$ cat src/rtl/uart_pkg.sv
// rtl/uart_pkg.sv - shared UART arbiter state encoding and frame constants
package uart_pkg;

   typedef enum logic [2:0] {
      ARB_IDLE  = 3'd0,
      ARB_LOAD  = 3'd1,
      ARB_START = 3'd2,
      ARB_WAIT  = 3'd3,
      ARB_ACK   = 3'd4
   } arb_state_t;

   // 8N1 frame: 10 bits of 16 oversample ticks each
   localparam int UART_FRAME_TICKS = 160;

endpackage

$ cat src/rtl/uart_tx_arbiter_rr_select.sv
// rtl/uart_tx_arbiter_rr_select.sv - combinational round-robin picker, first set bit at or above i_rr_ptr with wrap
module rr_select #(
   parameter int N_REQ = 4,
   parameter int IDX_W = $clog2(N_REQ)
) (
   input  logic [N_REQ-1:0] i_req,
   input  logic [IDX_W-1:0] i_rr_ptr,
   output logic [IDX_W-1:0] o_grant,
   output logic             o_valid
);

   logic [IDX_W-1:0] w_idx;

   // Scan from the farthest offset down so the closest set bit to i_rr_ptr wins last
   always_comb begin
      o_grant = '0;
      o_valid = |i_req;
      w_idx   = '0;
      for (int off = N_REQ - 1; off >= 0; off--) begin
         w_idx = IDX_W'((int'(i_rr_ptr) + off) % N_REQ);
         if (i_req[w_idx]) begin
            o_grant = w_idx;
         end
      end
   end

endmodule

$ cat src/rtl/uart_tx_arbiter.sv
// rtl/uart_tx_arbiter.sv - round-robin arbiter sharing one 8N1 UART TX among N_REQ byte clients
// Optional per-frame abort timer is built only when UART_TX_ARB_TIMEOUT_EN is defined.
module uart_tx_arbiter
   import uart_pkg::*;
#(
   parameter int N_REQ         = 4,
   parameter int TIMEOUT_TICKS = 255
) (
   input  logic               CLK_100MHZ,
   input  logic               reset,
   input  logic               clk_en_16_x_baud,
   input  logic [N_REQ-1:0]   req,
   input  logic [8*N_REQ-1:0] req_data,
   output logic [N_REQ-1:0]   ack,
   output logic               busy,
   output logic [7:0]         tx_data,
   output logic               tx_send,
   input  logic               tx_done,
   output logic               tx_timeout
);

   localparam int IDX_W = $clog2(N_REQ);

   arb_state_t       r_state;
   logic [IDX_W-1:0] r_rr_ptr;
   logic [IDX_W-1:0] r_grant;
   logic [N_REQ-1:0] r_ack;
   logic             r_busy;
   logic [7:0]       r_tx_data;
   logic             r_tx_send;
   logic             r_tx_timeout;
   logic             r_done_q;

   wire [IDX_W-1:0]  w_grant;
   wire              w_valid;
   wire [IDX_W-1:0]  w_next_ptr = (r_grant == IDX_W'(N_REQ - 1)) ? '0 : r_grant + 1'b1;
   wire              w_done_rise = tx_done & ~r_done_q;
   wire              w_tmo_hit;

   rr_select #(
      .N_REQ (N_REQ),
      .IDX_W (IDX_W)
   ) u_rr_select (
      .i_req    (req),
      .i_rr_ptr (r_rr_ptr),
      .o_grant  (w_grant),
      .o_valid  (w_valid)
   );

`ifdef UART_TX_ARB_TIMEOUT_EN
   localparam int TMO_W = $clog2(TIMEOUT_TICKS + 1);

   logic [TMO_W-1:0] r_tmo_cnt;

   assign w_tmo_hit = ((r_state == ARB_START) || (r_state == ARB_WAIT)) && clk_en_16_x_baud &&
                      (r_tmo_cnt == TMO_W'(TIMEOUT_TICKS - 1));

   // LOAD always precedes START, so clearing there restarts the count per frame
   always_ff @(posedge CLK_100MHZ) begin
      if (reset) begin
         r_tmo_cnt <= '0;
      end else if (r_state == ARB_LOAD) begin
         r_tmo_cnt <= '0;
      end else if (((r_state == ARB_START) || (r_state == ARB_WAIT)) && clk_en_16_x_baud) begin
         r_tmo_cnt <= r_tmo_cnt + 1'b1;
      end
   end
`else
   wire w_unused_tmo = (TIMEOUT_TICKS > 0);

   assign w_tmo_hit = 1'b0;
`endif

   always_ff @(posedge CLK_100MHZ) begin
      if (reset) begin
         r_state      <= ARB_IDLE;
         r_rr_ptr     <= '0;
         r_grant      <= '0;
         r_ack        <= '0;
         r_busy       <= 1'b0;
         r_tx_data    <= 8'h00;
         r_tx_send    <= 1'b0;
         r_tx_timeout <= 1'b0;
         r_done_q     <= 1'b0;
      end else begin
         r_done_q     <= tx_done;
         r_ack        <= '0;
         r_tx_timeout <= 1'b0;
         case (r_state)
            ARB_IDLE: begin
               if (w_valid) begin
                  r_grant <= w_grant;
                  r_busy  <= 1'b1;
                  r_state <= ARB_LOAD;
               end
            end
            ARB_LOAD: begin
               r_tx_data <= req_data[{r_grant, 3'b000} +: 8];
               r_tx_send <= 1'b1;
               r_state   <= ARB_START;
            end
            ARB_START, ARB_WAIT: begin
               if (w_tmo_hit) begin
                  r_tx_timeout <= 1'b1;
                  r_tx_send    <= 1'b0;
                  r_rr_ptr     <= w_next_ptr;
                  r_busy       <= 1'b0;
                  r_state      <= ARB_IDLE;
               end else if (r_state == ARB_START) begin
                  // Hold send until the TX has seen it on an enable tick
                  if (clk_en_16_x_baud) begin
                     r_tx_send <= 1'b0;
                     r_state   <= ARB_WAIT;
                  end
               end else if (w_done_rise) begin
                  r_ack[r_grant] <= 1'b1;
                  r_state        <= ARB_ACK;
               end
            end
            ARB_ACK: begin
               r_rr_ptr <= w_next_ptr;
               r_busy   <= 1'b0;
               r_state  <= ARB_IDLE;
            end
            default: begin
               r_state <= ARB_IDLE;
            end
         endcase
      end
   end

   assign ack        = r_ack;
   assign busy       = r_busy;
   assign tx_data    = r_tx_data;
   assign tx_send    = r_tx_send;
   assign tx_timeout = r_tx_timeout;

endmodule
$ cat config.mk
export PLATFORM = sky130hd
export DESIGN_NAME = uart_tx_arbiter
export DESIGN_NICKNAME = d
export VERILOG_FILES = /design/src/rtl/uart_pkg.sv /design/src/rtl/uart_tx_arbiter_rr_select.sv /design/src/rtl/uart_tx_arbiter.sv
export SDC_FILE = /design/constraint.sdc
export NUM_CORES = 1
export LEC_CHECK = 0
export ABC_AREA = 1
export CORE_MARGIN = 10
export CORE_UTILIZATION = 43
export DETAILED_ROUTE_END_ITERATION = 10
export PLACE_DENSITY = 0.8
export SLEW_MARGIN = 20
export SYNTH_ARGS = -nofsm -noshare
export SYNTH_HDL_FRONTEND = slang
export SYNTH_SLANG_ARGS = --single-unit
$ cat constraint.sdc
create_clock -name CLK_100MHZ -period 1.64 [get_ports CLK_100MHZ]
set_input_delay 0.328 -clock CLK_100MHZ [delete_from_list [all_inputs] [get_ports CLK_100MHZ]]
set_output_delay 0.328 -clock CLK_100MHZ [all_outputs]
set_load 0.02 [all_outputs]
==> out/qor.txt, run 1 <==
outcome - completed
port bufs - 53
initial antenna violation count - 0
die span in y - 76.4 microns
DRT Pass-1 Iters - 4
post-route clock skew - 0.00837 ns
Fmax - 0.628 GHz
ant diodes - 0
initial cell density of the core - 44.8%
Mean Syn Cell Area - 6.38 sq um
gr usage total - 13.4%
CP Capture Type - output pin
Worst Hold Class - flop to flop
nets@finish - 313
Num CTS Buffers - 3
top cells by area, synth - dfxtp_1 32%, inv_1 10%, nand2_1 10%
Critical Path AT - 1.26 ns
final setup fails - 0
area of the multi-input gates - 713 sq um
number of global-route vias before repair - 1394
Reg area - 442 sq um
placed inst area - 1960 sq um
largest net degree at the start of global routing - 20
post-synth top area share - 32.2%
clk_lat worst skew - 0.32 ns
WP buf/inv - 1
PD cells - 770 nW/um^2
Peak VDD IR - 407 uV
die area - 5830 sq um
CP Cell Sequence - clkdlybuf4s50_1
GR Overflow Total - 0
Place WS - -0.00499 ns
TritonCTS clock tree - built
Worst-path clk slew - 0.13 ns
global-route wire length before repair - 6.58 mm
# Max-Cap Violations - 0
critical path's largest stage delay - 0.60 ns
Period Utilization, post-route - 97.1%
die width - 76.4 microns
Post-Syn Area - 1370 sq um
Setup Buffers After CTS - 0
YS warnings - 0
RSZ-0062 raised after global routing - no
total count of hold-check failures in the final report - 0
CP Launch Type - flop
Placer Congestion - 0.916
wire length per cell - 12.6 microns
Slowest-stage cell, CP - clkdlybuf4s50_1
Layout Utilization - 66.1%
setup_tns - 0 ns
Longest Clk Path Bufs - 2
DP HPWL - 3.06 mm
Post-Syn Nets - 258
Fillers - 295
Design Area, Final - 2020 sq um
clk sink count - 22
instance count on the critical path - 1
via-per-instance ratio - 4.65
Min-Delay Path Depth - 2
critical path peak fanout - 2
drt first-iter violations - 100
Cell variety after synth - 27
core outline area - 3050 sq um
WP data required - 1.31 ns
# hold bufs at CTS - 0
H-tree Lvls - 1
layout cells sized above 1 - 8.21%
IO Pins - 55
Routed Antenna Nets - 0
dpl cells - 308
Final Non-Filler Cells - 312
Final Max Tran Viols - 0
kind of critical path - flop to output pin
final worst slack - 0.0484 ns
P&R area growth vs syn - 47.7%
P_leak - 0.996 nW
residual DRC count - 0
crit-path leading delay family - buffers and inverters
Vias - 1451
clock root buffer master - clkbuf_4
Reg2Reg Depth - 10
post-synth top area cell - dfxtp_1
standard-cell row count - 20
#FFs+latches synth - 22
Gate Count Post-Synth - 214
sequential area share after synthesis - 32.2%
Routed WL - 3.94 mm
post-layout min period - 1.59 ns
-- path summary, 6_finish.rpt --
path | to | start | slack (ns)
worst min register to register | tx_send | tx_send | 0.47
worst max register to register | r_grant[0] | r_rr_ptr[1] | 0.28
worst max-delay path | tx_data[3] | tx_data[3] | 0.05
worst min-delay path | tx_send | tx_send | 0.47
-- cell usage in the layout, fill, tap and decap left out --
cell             count
nand2_1             37
nand3_4              1
bufinv_16            1
dfxtp_1             21
buf_12               1
o21bai_1             1
dlygate4sd2_1        3
inv_1               37
ha_1                 4
nand4_1              1
dfxtp_2              1
a21oi_1             12
nor3_1               2
a31oi_1              1
a211oi_1             2
nor2_1              29
nand3_1              9
conb_1               1
a21oi_2              3
clkdlybuf4s50_1     45
nand3b_1             2
nor3_2               1
inv_2                3
inv_6                1
o22ai_1              8
o21ai_1              3
buf_4                5
o21ai_0             23
nand2_2              2
dlymetal6s2s_1       5
clkbuf_4             3
-- cell usage after synthesis --
library cell	instances
a211oi_1	2
a21oi_1	12
a21oi_2	3
a31oi_1	1
buf_2	4
buf_4	2
buf_6	1
clkbuf_1	2
conb_1	1
dfxtp_1	22
ha_1	4
inv_1	37
inv_2	3
inv_6	1
nand2_1	37
nand2_2	2
nand3_1	9
nand3_4	1
nand3b_1	2
nand4_1	1
nor2_1	29
nor3_1	2
nor3_2	1
o21ai_0	23
o21ai_1	3
o21bai_1	1
o22ai_1	8
-- state kept, by name (all words and copies together), names as in the netlist --
register / flops
tx_data: 8
ack: 4
r_state: 3
r_grant: 2
r_rr_ptr: 2
busy: 1
r_done_q: 1
tx_send: 1
-- per-layer routing --
metal  track usage (%)  vias to the layer above  routed length [microns]
met5                 0                        -                        0
met4              7.25                        0                      116
met3              2.83                        9                      135
met2              22.8                       31                     1980
met1              15.2                      628                     1700
li1                  -                      783                        -
-- power by group --
part | switching, mW | total, mW | internal [mW]
combinational | 0.273 | 0.516 | 0.244
sequential | 0.0264 | 0.614 | 0.588
clock | 0.177 | 0.424 | 0.248
-- cell families after synthesis --
| group | share of synthesized area (%) |
|---|---|
| adders and majority gates | 3.66 |
| other | 0.274 |
| DFF | 32.2 |
| and+or+nand+nor | 26.6 |
| AOI/OAI and AO/OA | 21.6 |
| buffers and inverters | 15.6 |
-- timing repair --
action / CTS / global route
gates cloned: 0 / 0
hold endpoints to repair: 0 / 0
gates resized for setup: 3 / 6
pin swaps: 0 / 0
endpoints found under the setup margin: 3 / 6
-- area by class of cell --
cell class,count,area share (%)
well taps,44,2.73
inverters,41,7.87
clock inverters,1,1.49
multi-input cells,142,35.3
clock buffers,3,1.12
repair buffers,59,29.6
flip-flops and latches,22,21.9
-- metrics by stage --
step                      hold slack, ns  power (mW)
after global routing               0.496        1.65
after global placement             0.453        1.14
after CTS                          0.478        1.57
after detailed placement           0.459        1.16
after floorplan                    0.453       0.917
final                              0.470        1.55
Note: power is estimated with default switching activity, not from simulation.
==> run 2: changes to the inputs <==
--- a/config.mk
+++ b/config.mk
@@ -7,9 +7,10 @@
 export LEC_CHECK = 0
 export ABC_AREA = 1
 export CORE_MARGIN = 10
-export CORE_UTILIZATION = 43
+export CORE_UTILIZATION = 44
+export CTS_BUF_LIST = sky130_fd_sc_hd__clkbuf_4
 export DETAILED_ROUTE_END_ITERATION = 10
-export PLACE_DENSITY = 0.8
+export PLACE_DENSITY = 0.81
 export SLEW_MARGIN = 20
 export SYNTH_ARGS = -nofsm -noshare
 export SYNTH_HDL_FRONTEND = slang
==> run 2 against run 1 <==
  * Wire length decreased by 4.1%
  * Hold slack lost 0.0045 ns
  * Utilization is 0.56 points lower
  * Critical path depth unchanged
  * Cell count decreased by 4.2%
  * Fmax is 0.86% higher
  * Clock skew is 0.00097 ns higher
  * Setup slack better by 0.014 ns
  * Largest cell class unchanged
==> out/qor.txt, run 2 (same netlist as run 1, synthesis figures left out) <==
Placer Congestion - 0.898 (was 0.916)
Hold WS - 0.466 ns (was 0.470 ns)
# Max-Cap Violations - 0 (unchanged)
residual DRC count - 0 (unchanged)
CP Launch Point - tx_data[7] (was tx_data[3])
Layout Utilization - 65.5% (was 66.1%)
global-route wire length before repair - 5.95 mm (was 6.58 mm)
initial cell density of the core - 45.5% (was 44.8%)
most frequent cells in the layout - 47 x clkdlybuf4s50_1, 37 x inv_1, 37 x nand2_1 (was 45 x clkdlybuf4s50_1, 37 x inv_1, 37 x nand2_1)
clock root buffer master - clkbuf_4 (unchanged)
ant diodes - 0 (unchanged)
Final Non-Filler Cells - 299 (was 312)
H-tree Lvls - 1 (unchanged)
total count of hold-check failures in the final report - 0 (unchanged)
critical path peak fanout - 2 (unchanged)
Worst Max-Slew Pin Slew - 0.536 ns
Num CTS Buffers - 3 (unchanged)
Fmax - 0.634 GHz (was 0.628 GHz)
dpl cells - 295 (was 308)
die width - 75.7 microns (was 76.4 microns)
crit-path leading delay family - buffers and inverters (unchanged)
Fillers - 267 (was 295)
Routed Antenna Nets - 0 (unchanged)
number of global-route vias before repair - 1344 (was 1394)
DP HPWL - 2.91 mm (was 3.06 mm)
CP Cell Sequence - clkdlybuf4s50_1 (unchanged)
Worst-path clk slew - 0.12 ns (was 0.13 ns)
nets@finish - 311 (was 313)
die area - 5730 sq um (was 5830 sq um)
post-route clock skew - 0.00934 ns (was 0.00837 ns)
commonest non-fill, non-tap cell in the layout - clkdlybuf4s50_1 (unchanged)
final worst slack - 0.0620 ns (was 0.0484 ns)
Crit Reg-Reg Startpoint - r_rr_ptr[0] (was r_rr_ptr[1])
Place WS - -0.0416 ns (was -0.00499 ns)
largest net degree at the start of global routing - 20 (unchanged)
Relative slew margins - 64.2%
WP buf/inv - 1 (unchanged)
Largest register FFs - 8 (unchanged)
drt first-iter violations - 74 (was 100)
# hold bufs at CTS - 0 (unchanged)
Design Area, Final - 1970 sq um (was 2020 sq um)
Peak VDD IR - 510 uV (was 407 uV)
RSZ-0062 raised after global routing - no (unchanged)
post-layout min period - 1.58 ns (was 1.59 ns)
gr usage total - 13.0% (was 13.4%)
wire length per cell - 12.6 microns (about the same)
P_leak - 0.976 nW (was 0.996 nW)
CP Launch Type - flop (unchanged)
setup_tns - 0 ns (unchanged)
Overall Power - 1.38 mW (was 1.55 mW)
CP Capture Type - output pin (unchanged)
Final Max Tran Viols - 0 (unchanged)
GR Overflow Total - 0 (unchanged)
Min-Delay Startpoint - tx_send (unchanged)
Vias - 1440 (was 1451)
TritonCTS clock tree - built (unchanged)
Worst Hold Class - flop to flop (unchanged)
DRT Pass-1 Iters - 4 (unchanged)
WP data required - 1.31 ns (about the same)
layout cells sized above 1 - 6.77% (was 8.21%)
IO Pins - 55 (unchanged)
Period Utilization, post-route - 96.2% (was 97.1%)
clk_lat worst skew - 0.30 ns (was 0.32 ns)
initial antenna violation count - 0 (unchanged)
outcome - completed (unchanged)
die span in y - 75.7 microns (was 76.4 microns)
Slowest-stage cell, CP - clkdlybuf4s50_1 (unchanged)
P&R area growth vs syn - 44.0% (was 47.7%)
PD cells - 700 nW/um^2 (was 770 nW/um^2)
final setup fails - 0 (unchanged)
clk sink count - 22 (unchanged)
standard-cell row count - 20 (unchanged)
placed inst area - 1930 sq um (was 1960 sq um)
via-per-instance ratio - 4.82 (was 4.65)
Critical Path AT - 1.25 ns (was 1.26 ns)
core outline area - 3000 sq um (was 3050 sq um)
kind of critical path - flop to output pin (unchanged)
critical path's largest stage delay - 0.60 ns (about the same)
port bufs - 53 (unchanged)
Routed WL - 3.78 mm (was 3.94 mm)
Longest Clk Path Bufs - 2 (unchanged)
==> run 2: cell types whose count changed in the layout (fill, tap and decap cells not counted), sizes merged <==
cell,before,now
dlygate4sd2,3,0
buf,6,4
clkdlybuf4s50,45,47
bufinv,1,0
clkinv,0,1
dlymetal6s2s,5,6
==> run 2: layer usage <==
metal	GRT usage [%]	up-vias	wire length (microns)	share of wire [%]
li1	-	778	-	-
met1	14.9	636	1630	43
met2	23.7	24	1960	52
met3	2.73	2	147	3.9
met4	3.09	0	36	0.95
met5	0	-	0	0
==> run 2: power by group <==
group | switching, mW | internal (mW) | leakage (nW) | total [mW]
clock | 0.157 | 0.0887 | 0.0154 | 0.246
combinational | 0.271 | 0.247 | 0.781 | 0.519
sequential | 0.0259 | 0.588 | 0.180 | 0.613
==> run 2: worst min-delay path: cells and delay by family, from the launching register on <==
family,cells,cell delay (ns)
flip-flops,1,0.32
AO/OA/AOI/OAI,1,0.05
AND/OR/NAND/NOR,1,0.06
==> run 2: path summary, 6_finish.rpt <==
path / end / slack (ns) / depth (start not counted)
min reg2reg: tx_send / 0.47 / 2
min: tx_send / 0.47 / 2
max reg2reg: r_grant[1] / 0.16 / 8
max: tx_data[7] / 0.06 / 1
==> run 2: area by class of cell <==
| type | instances | area, sq um | area share (%) |
|---|---|---|---|
| clock buffer | 3 | 22.5 | 1.14 |
| clock inverter | 1 | 3.75 | 0.191 |
| inverter | 41 | 159 | 8.07 |
| multi-input combinational | 142 | 713 | 36.2 |
| sequential | 22 | 440 | 22.4 |
| tap | 33 | 41.3 | 2.10 |
| timing repair buffer | 57 | 588 | 29.9 |
==> run 2: repair_timing <==
action | CTS | global route
endpoints found under the setup margin | 0 | 6
gates resized for setup | 0 | 6
hold endpoints to repair | 0 | 0
setup buffers | 0 | 0
==> variant 1, RTL diff (settings of run 2) <==
Build with the macro `UART_TX_ARB_TIMEOUT_EN` defined.
--- a/src/rtl/uart_tx_arbiter.sv
+++ b/src/rtl/uart_tx_arbiter.sv
@@ -1,5 +1,7 @@
 // rtl/uart_tx_arbiter.sv - round-robin arbiter sharing one 8N1 UART TX among N_REQ byte clients
 // Optional per-frame abort timer is built only when UART_TX_ARB_TIMEOUT_EN is defined.
+`define UART_TX_ARB_TIMEOUT_EN
+
 module uart_tx_arbiter
    import uart_pkg::*;
 #(
Behaviour: same outputs for any inputs over 4 cycles, from zero or initial values and one cycle with reset high; that may be too few to reach the edited logic, so the function may still have changed.
==> variant 1 against run 2 <==
Sequential cell count grew 9. Routed wire length increased by 29%. Setup slack got worse by 0.012 ns. Combinational power increased to 3.4 times the old value. Design area is 28% higher. Synthesized area is 31% higher. Synthesized cell count rose by 30%. Total power increased by 130%. Largest cell class unchanged. Highest routed layer unchanged.
==> variant 1: results (changes against run 2) <==
The number of buffers inserted during clock tree synthesis is 5 (+2). The worst-case hold slack is 0.4868 ns (+0.02109 ns). Among all stages on the critical path, the largest delay is contributed by sky130_fd_sc_hd__clkdlybuf4s50_1. For the fraction of power consumed by the clock network, the log shows 0.135 (-0.043). The hold path endpoint was tx_send. The depth of the most critical reg-to-reg path came out at 8 (unchanged). The fraction of layout instances using a drive strength above 1 is 0.09538 (+0.02771). The leakage power summed over all cells came out at 0.001277 uW (+31%).

The run gives 2444 um^2 (+27%) as the instance area at placement. The number of buffers inserted to repair setup after CTS came out at 0 (unchanged). The run gives 8.418 mm (+42%) as the wire length of the first global-routing pass. For the final instance count without filler cells, the log shows 396 (+32%).

The tools report the pin count of the biggest net entering global routing as 21 (+5.0%). The startpoint identified for the worst register-to-register timing path is r_tmo_cnt[1]. For the sequential cell power, the log shows 1050 uW (+71%). The relative slew slack is 0.6515 (+0.009159).

The fraction of power spent switching nets works out to 0.4465 (+0.1168). Clock skew: 0.006673 ns (-0.002666 ns). The worst register-to-register path ends at r_rr_ptr[0]. The maximum resistive drop on vdd is 0.0006539 V (+28%), and the net total in the final layout is 391 (+26%).

The per-instance average area after synthesis is 6.413 um^2 (+0.44%). The run finished with clean final reports. For the power in the clock group, the log shows 436 uW (+77%). The number of cells traversed by the worst hold path is 2 (unchanged). The logs give 3.812 mm (+31%) for the estimated wirelength of the detail-placed design and 85 (+15%) for the violation count after the first detailed-route iteration. The final routed wire length divided by cell count was 12.31 um (-2.6%); the largest driver fanout on the critical path was 1 (-1). The overall fraction of global-route tracks in use is 0.1422 (+0.01243), and the clock latency at the later pin of the worst-skew pair is 0.34 ns (+0.04 ns).

The tools report the post-synth net total as 325 (+26%). The run gives 0.8486 (-5.5%) as the weighted congestion reported at the end of routability-driven placement. The number of I/O port buffers was 54 (+1.9%). H-tree depth: 2 (+1). The tools report the clock tree root buffer cell as sky130_fd_sc_hd__clkbuf_4. The worst slack after detailed placement came out at -0.1038 ns (-0.06220 ns). The number of distinct library cells after synthesis is 25 (-7.4%), and the average vias per placed instance is 4.793 (-0.48%). The flop-to-flop setup slack is 0.18 ns (+0.02 ns), and the antenna diode count is 0 (unchanged). Counting instances in the post-synthesis netlist gives the leading cell types as 61 x sky130_fd_sc_hd__nor2_1, 45 x sky130_fd_sc_hd__nand2_1, 42 x sky130_fd_sc_hd__inv_1. Sorting the synthesized cells by area gives the leading types as sky130_fd_sc_hd__dfxtp_1 35%, sky130_fd_sc_hd__nor2_1 13%, sky130_fd_sc_hd__nand2_1 9.4%. Dominant synthesized flop cell: sky130_fd_sc_hd__dfxtp_1. On the worst path, the slowest cell contributes a delay of 0.61 ns. The run gives 0.3469 (+0.02451) as the sequential-to-total area share from yosys stat. The clock edge transition at the registers on the reported setup and hold paths came out at 0.09 ns (-0.03 ns). Via count of the first global-routing pass: 1934 (+44%).
-- variant 1: cell count changes in the layout (fill, tap and decap cells not counted), sizes merged, moves of 4 or more --
cell / change
clkdlybuf4s50: -6
dfxtp: +9
nand2: +9
nand3: +4
dlygate4sd2: +5
nor2: +35
o21ai: +8
buf: +9
-- variant 1: cells by family after synthesis --
group,share of synthesized area
compound gates,0.1622
xor+xnor,0.009792
fa+ha+maj,0.04196
buf+inv,0.1182
flops,0.3469
simple gates,0.3210
-- variant 1: layout make-up --
cell class                      instances  area [um^2]
Timing Repair Buffer                   67        651.9
Inverter                               44        165.2
Multi-Input combinational cell        196        964.7
Clock buffer                            6        45.04
Tap cell                               50        62.56
Clock inverter                          2        7.507
Sequential cell                        31        620.6
Fill cell                             352         1454
-- variant 1: per-layer routing --
| layer | up-vias | track usage | part of all wire |
|---|---|---|---|
| met5 | - | 0 | 0 |
| met4 | 0 | 0.06849 | 0.019 |
| met3 | 9 | 0.07715 | 0.10 |
| met2 | 66 | 0.2321 | 0.44 |
| met1 | 813 | 0.1450 | 0.44 |
| li1 | 1010 | - | - |
-- variant 1: what timing repair did --
action,4_1_cts,5_1_grt
gates cloned,0,0
hold endpoints to repair,0,0
gates resized for setup,5,10
pin swaps,0,0
endpoints found under the setup margin,5,12
-- variant 1: worst max-delay path by stage --
stage / startpoint / endpoint / slack, ns / cells past startpoint
2_1_floorplan: r_tmo_cnt[0] / r_state[0] / 0.33 / 11
3_3_place_gp: clk_en_16_x_baud / r_tmo_cnt[5] / -0.05 / 8
3_5_place_dp: clk_en_16_x_baud / r_tmo_cnt[5] / -0.10 / 8
4_1_cts: tx_data[2] / tx_data[2] / 0.0002 / 1
5_1_grt: ack[2] / ack[2] / 0.0006 / 1
6_report: ack[2] / ack[2] / 0.05 / 1
==> variant 2, RTL diff (flow settings as in run 2) <==
Without the edit above. Re-encode `arb_state_t` (5 states) as one-hot, 5 bits wide.
--- a/src/rtl/uart_pkg.sv
+++ b/src/rtl/uart_pkg.sv
@@ -1,12 +1,12 @@
 // rtl/uart_pkg.sv - shared UART arbiter state encoding and frame constants
 package uart_pkg;
 
-   typedef enum logic [2:0] {
-      ARB_IDLE  = 3'd0,
-      ARB_LOAD  = 3'd1,
-      ARB_START = 3'd2,
-      ARB_WAIT  = 3'd3,
-      ARB_ACK   = 3'd4
+   typedef enum logic [4:0] {
+      ARB_IDLE  = 5'b00001,
+      ARB_LOAD  = 5'b00010,
+      ARB_START = 5'b00100,
+      ARB_WAIT  = 5'b01000,
+      ARB_ACK   = 5'b10000
    } arb_state_t;
 
    // 8N1 frame: 10 bits of 16 oversample ticks each
Behaviour: no difference found for any inputs over 4 cycles, from zero or initial values and one cycle with reset high; so few cycles prove little.
==> variant 2 against run 2 <==
Die area increased by 1.1%. Routed wire length down 1.2%. Sequential cell count up 2. Synthesized area rose by 1.6%. Total power rose by 8.4%. Setup slack got worse by 0.012 ns. Design area is 2.4% higher. Highest routed layer unchanged.
==> variant 2: results (changes against run 2) <==
The run gives 2.928 mm (+0.74%) as the estimated wirelength of the detail-placed design. The tools report the instance area at placement as 1938 um^2 (+0.58%). The logs give 3.733 mm (-1.2%) for the routed wire length and 0.8366 (-6.8%) for the weighted congestion reported at the end of routability-driven placement. The average vias per placed instance came out at 4.772 (-0.91%). The maximum resistive drop on vdd is 0.0005225 V (+2.4%), and the initial antenna violation count is 0 (unchanged). The number of warning messages in the yosys log came out at 0 (unchanged). The flow ran to the end, and the final reports show no timing, DRC or antenna violations.

The path class of the lowest-slack min-delay path was reg2reg. The critical path starts at ack[2]. Among all stages on the critical path, the largest delay is contributed by sky130_fd_sc_hd__clkdlybuf4s50_1. The capture point of the worst reg-to-reg path was ack[0]. The sequential-to-total area share from yosys stat was 0.3463 (+0.02391).

The pin count of the biggest net entering global routing is 20 (unchanged), and the via count of the first global-routing pass is 1433 (+6.6%). The clock skew is 0.002298 ns (-0.007041 ns). The run gives 211 (-1.4%) as the cell count after synthesis. The largest driver fanout on the critical path was 1 (-1); the net total in the final layout was 308 (-0.96%). The violation count after the first detailed-route iteration is 95 (+28%).

The clock edge transition at the registers on the reported setup and hold paths is 0.14 ns (+0.02 ns), and the first-pass iteration count of the detailed router is 4 (unchanged). The fraction of synthesis flops using an asynchronous set or reset pin was 0 (unchanged); the total of hold buffers inserted after clock tree synthesis was 0 (unchanged). For the clock latency at the later pin of the worst-skew pair, the log shows 0.32 ns (+0.02 ns).

The startpoint identified for the worst register-to-register timing path is r_state[1]. The most critical setup path has its endpoint at ack[2]. The run gives 30 (+11%) as the number of distinct library cells after synthesis. The number of flip-flops in the largest register is 8 (unchanged).

The cell count after placement was 303 (+2.7%); the maximum buffer depth of the clock tree was 2 (unchanged). Number of buffers inserted during clock tree synthesis: 3 (unchanged). The commonest cells after synthesis are 45 x sky130_fd_sc_hd__nor2_1, 36 x sky130_fd_sc_hd__nand2_1, 27 x sky130_fd_sc_hd__o21ai_0. The wire length of the first global-routing pass came out at 6.506 mm (+9.4%).

Clock tree root buffer cell: sky130_fd_sc_hd__clkbuf_4. The overall fraction of global-route tracks in use is 0.1303 (+0.0004698), and the via count is 1465 (+1.7%). The antenna diode count is 0 (unchanged).

Grouping stages by cell kind, the critical path spends the most delay in buffers and inverters. The post-synth net total was 255 (-1.2%); the number of I/O port buffers was 53 (unchanged). The number of buffers inserted to repair setup after CTS came out at 0 (unchanged).

The fraction of layout instances using a drive strength above 1 works out to 0.07605 (+0.008376). The maximum single-stage delay on the critical path is 0.61 ns. Leakage power summed over all cells: 0.001046 uW (+7.1%).

Ranked by total cell area, the synthesized netlist is headed by sky130_fd_sc_hd__dfxtp_1 35%, sky130_fd_sc_hd__nor2_1 12%, sky130_fd_sc_hd__nand2_1 9.7%. The depth of the most critical reg-to-reg path is 5 (-3), and the flop-to-flop setup slack is 0.18 ns (+0.02 ns). The H-tree depth was 1 (unchanged).
==> variant 2: how the worst min path moves through the flow <==
stage / slack (ns) / cells past startpoint / start / endpoint
floorplan: 0.46 / 2 / tx_done / r_done_q
global placement: 0.44 / 2 / busy / busy
detailed placement: 0.44 / 2 / busy / busy
CTS: 0.46 / 2 / busy / busy
global route: 0.49 / 2 / busy / busy
finish: 0.46 / 2 / busy / busy
==> variant 2: power by group <==
part           internal, uW  switching [uW]  leakage [uW]  total [uW]
clock                   247             186     0.0000279         434
sequential              624            22.0      0.000196         646
combinational           201             213      0.000822         414
==> variant 2: layout make-up <==
type                    count  area, um^2
fillers                   263        1013
multi-input cells         150       733.2
repair buffers             58       590.6
flip-flops and latches     24       481.7
inverters                  27       101.3
well taps                  44       55.05
clock inverters             1       30.03
clock buffers               3       22.52
==> variant 2: timing repair <==
| action | 4_1_cts | 5_1_grt |
|---|---|---|
| setup endpoints to repair | 2 | 11 |
| gates resized for setup | 2 | 11 |
| pin swaps | 0 | 0 |
==> variant 2: stage by stage <==
stage	setup WS (ns)	total power (uW)
2_1_floorplan	0.2802	904.1
3_3_place_gp	0.05369	1076
3_5_place_dp	0.01445	1084
4_1_cts	0.004144	1508
5_1_grt	0.001396	1595
6_report	0.04960	1494
==> variant 2: metal layers <==
metal,vias up,track usage,part of all wire
li1,781,-,-
met1,639,0.1453,0.43
met2,43,0.2321,0.50
met3,2,0.03420,0.059
met4,0,0.04461,0.011
met5,-,0,0
==> variant 2: cell families (layout without fill, tap and decap cells) <==
kind of cell / Yosys count / in the layout / share of synthesized area
AOI/OAI and AO/OA: 45 / 45 / 0.1876
adders and majority gates: 4 / 4 / 0.03607
buffers and inverters: 37 / 89 / 0.1253
DFF: 24 / 24 / 0.3463
other: 1 / 1 / 0.002703
and+or+nand+nor: 100 / 100 / 0.3021
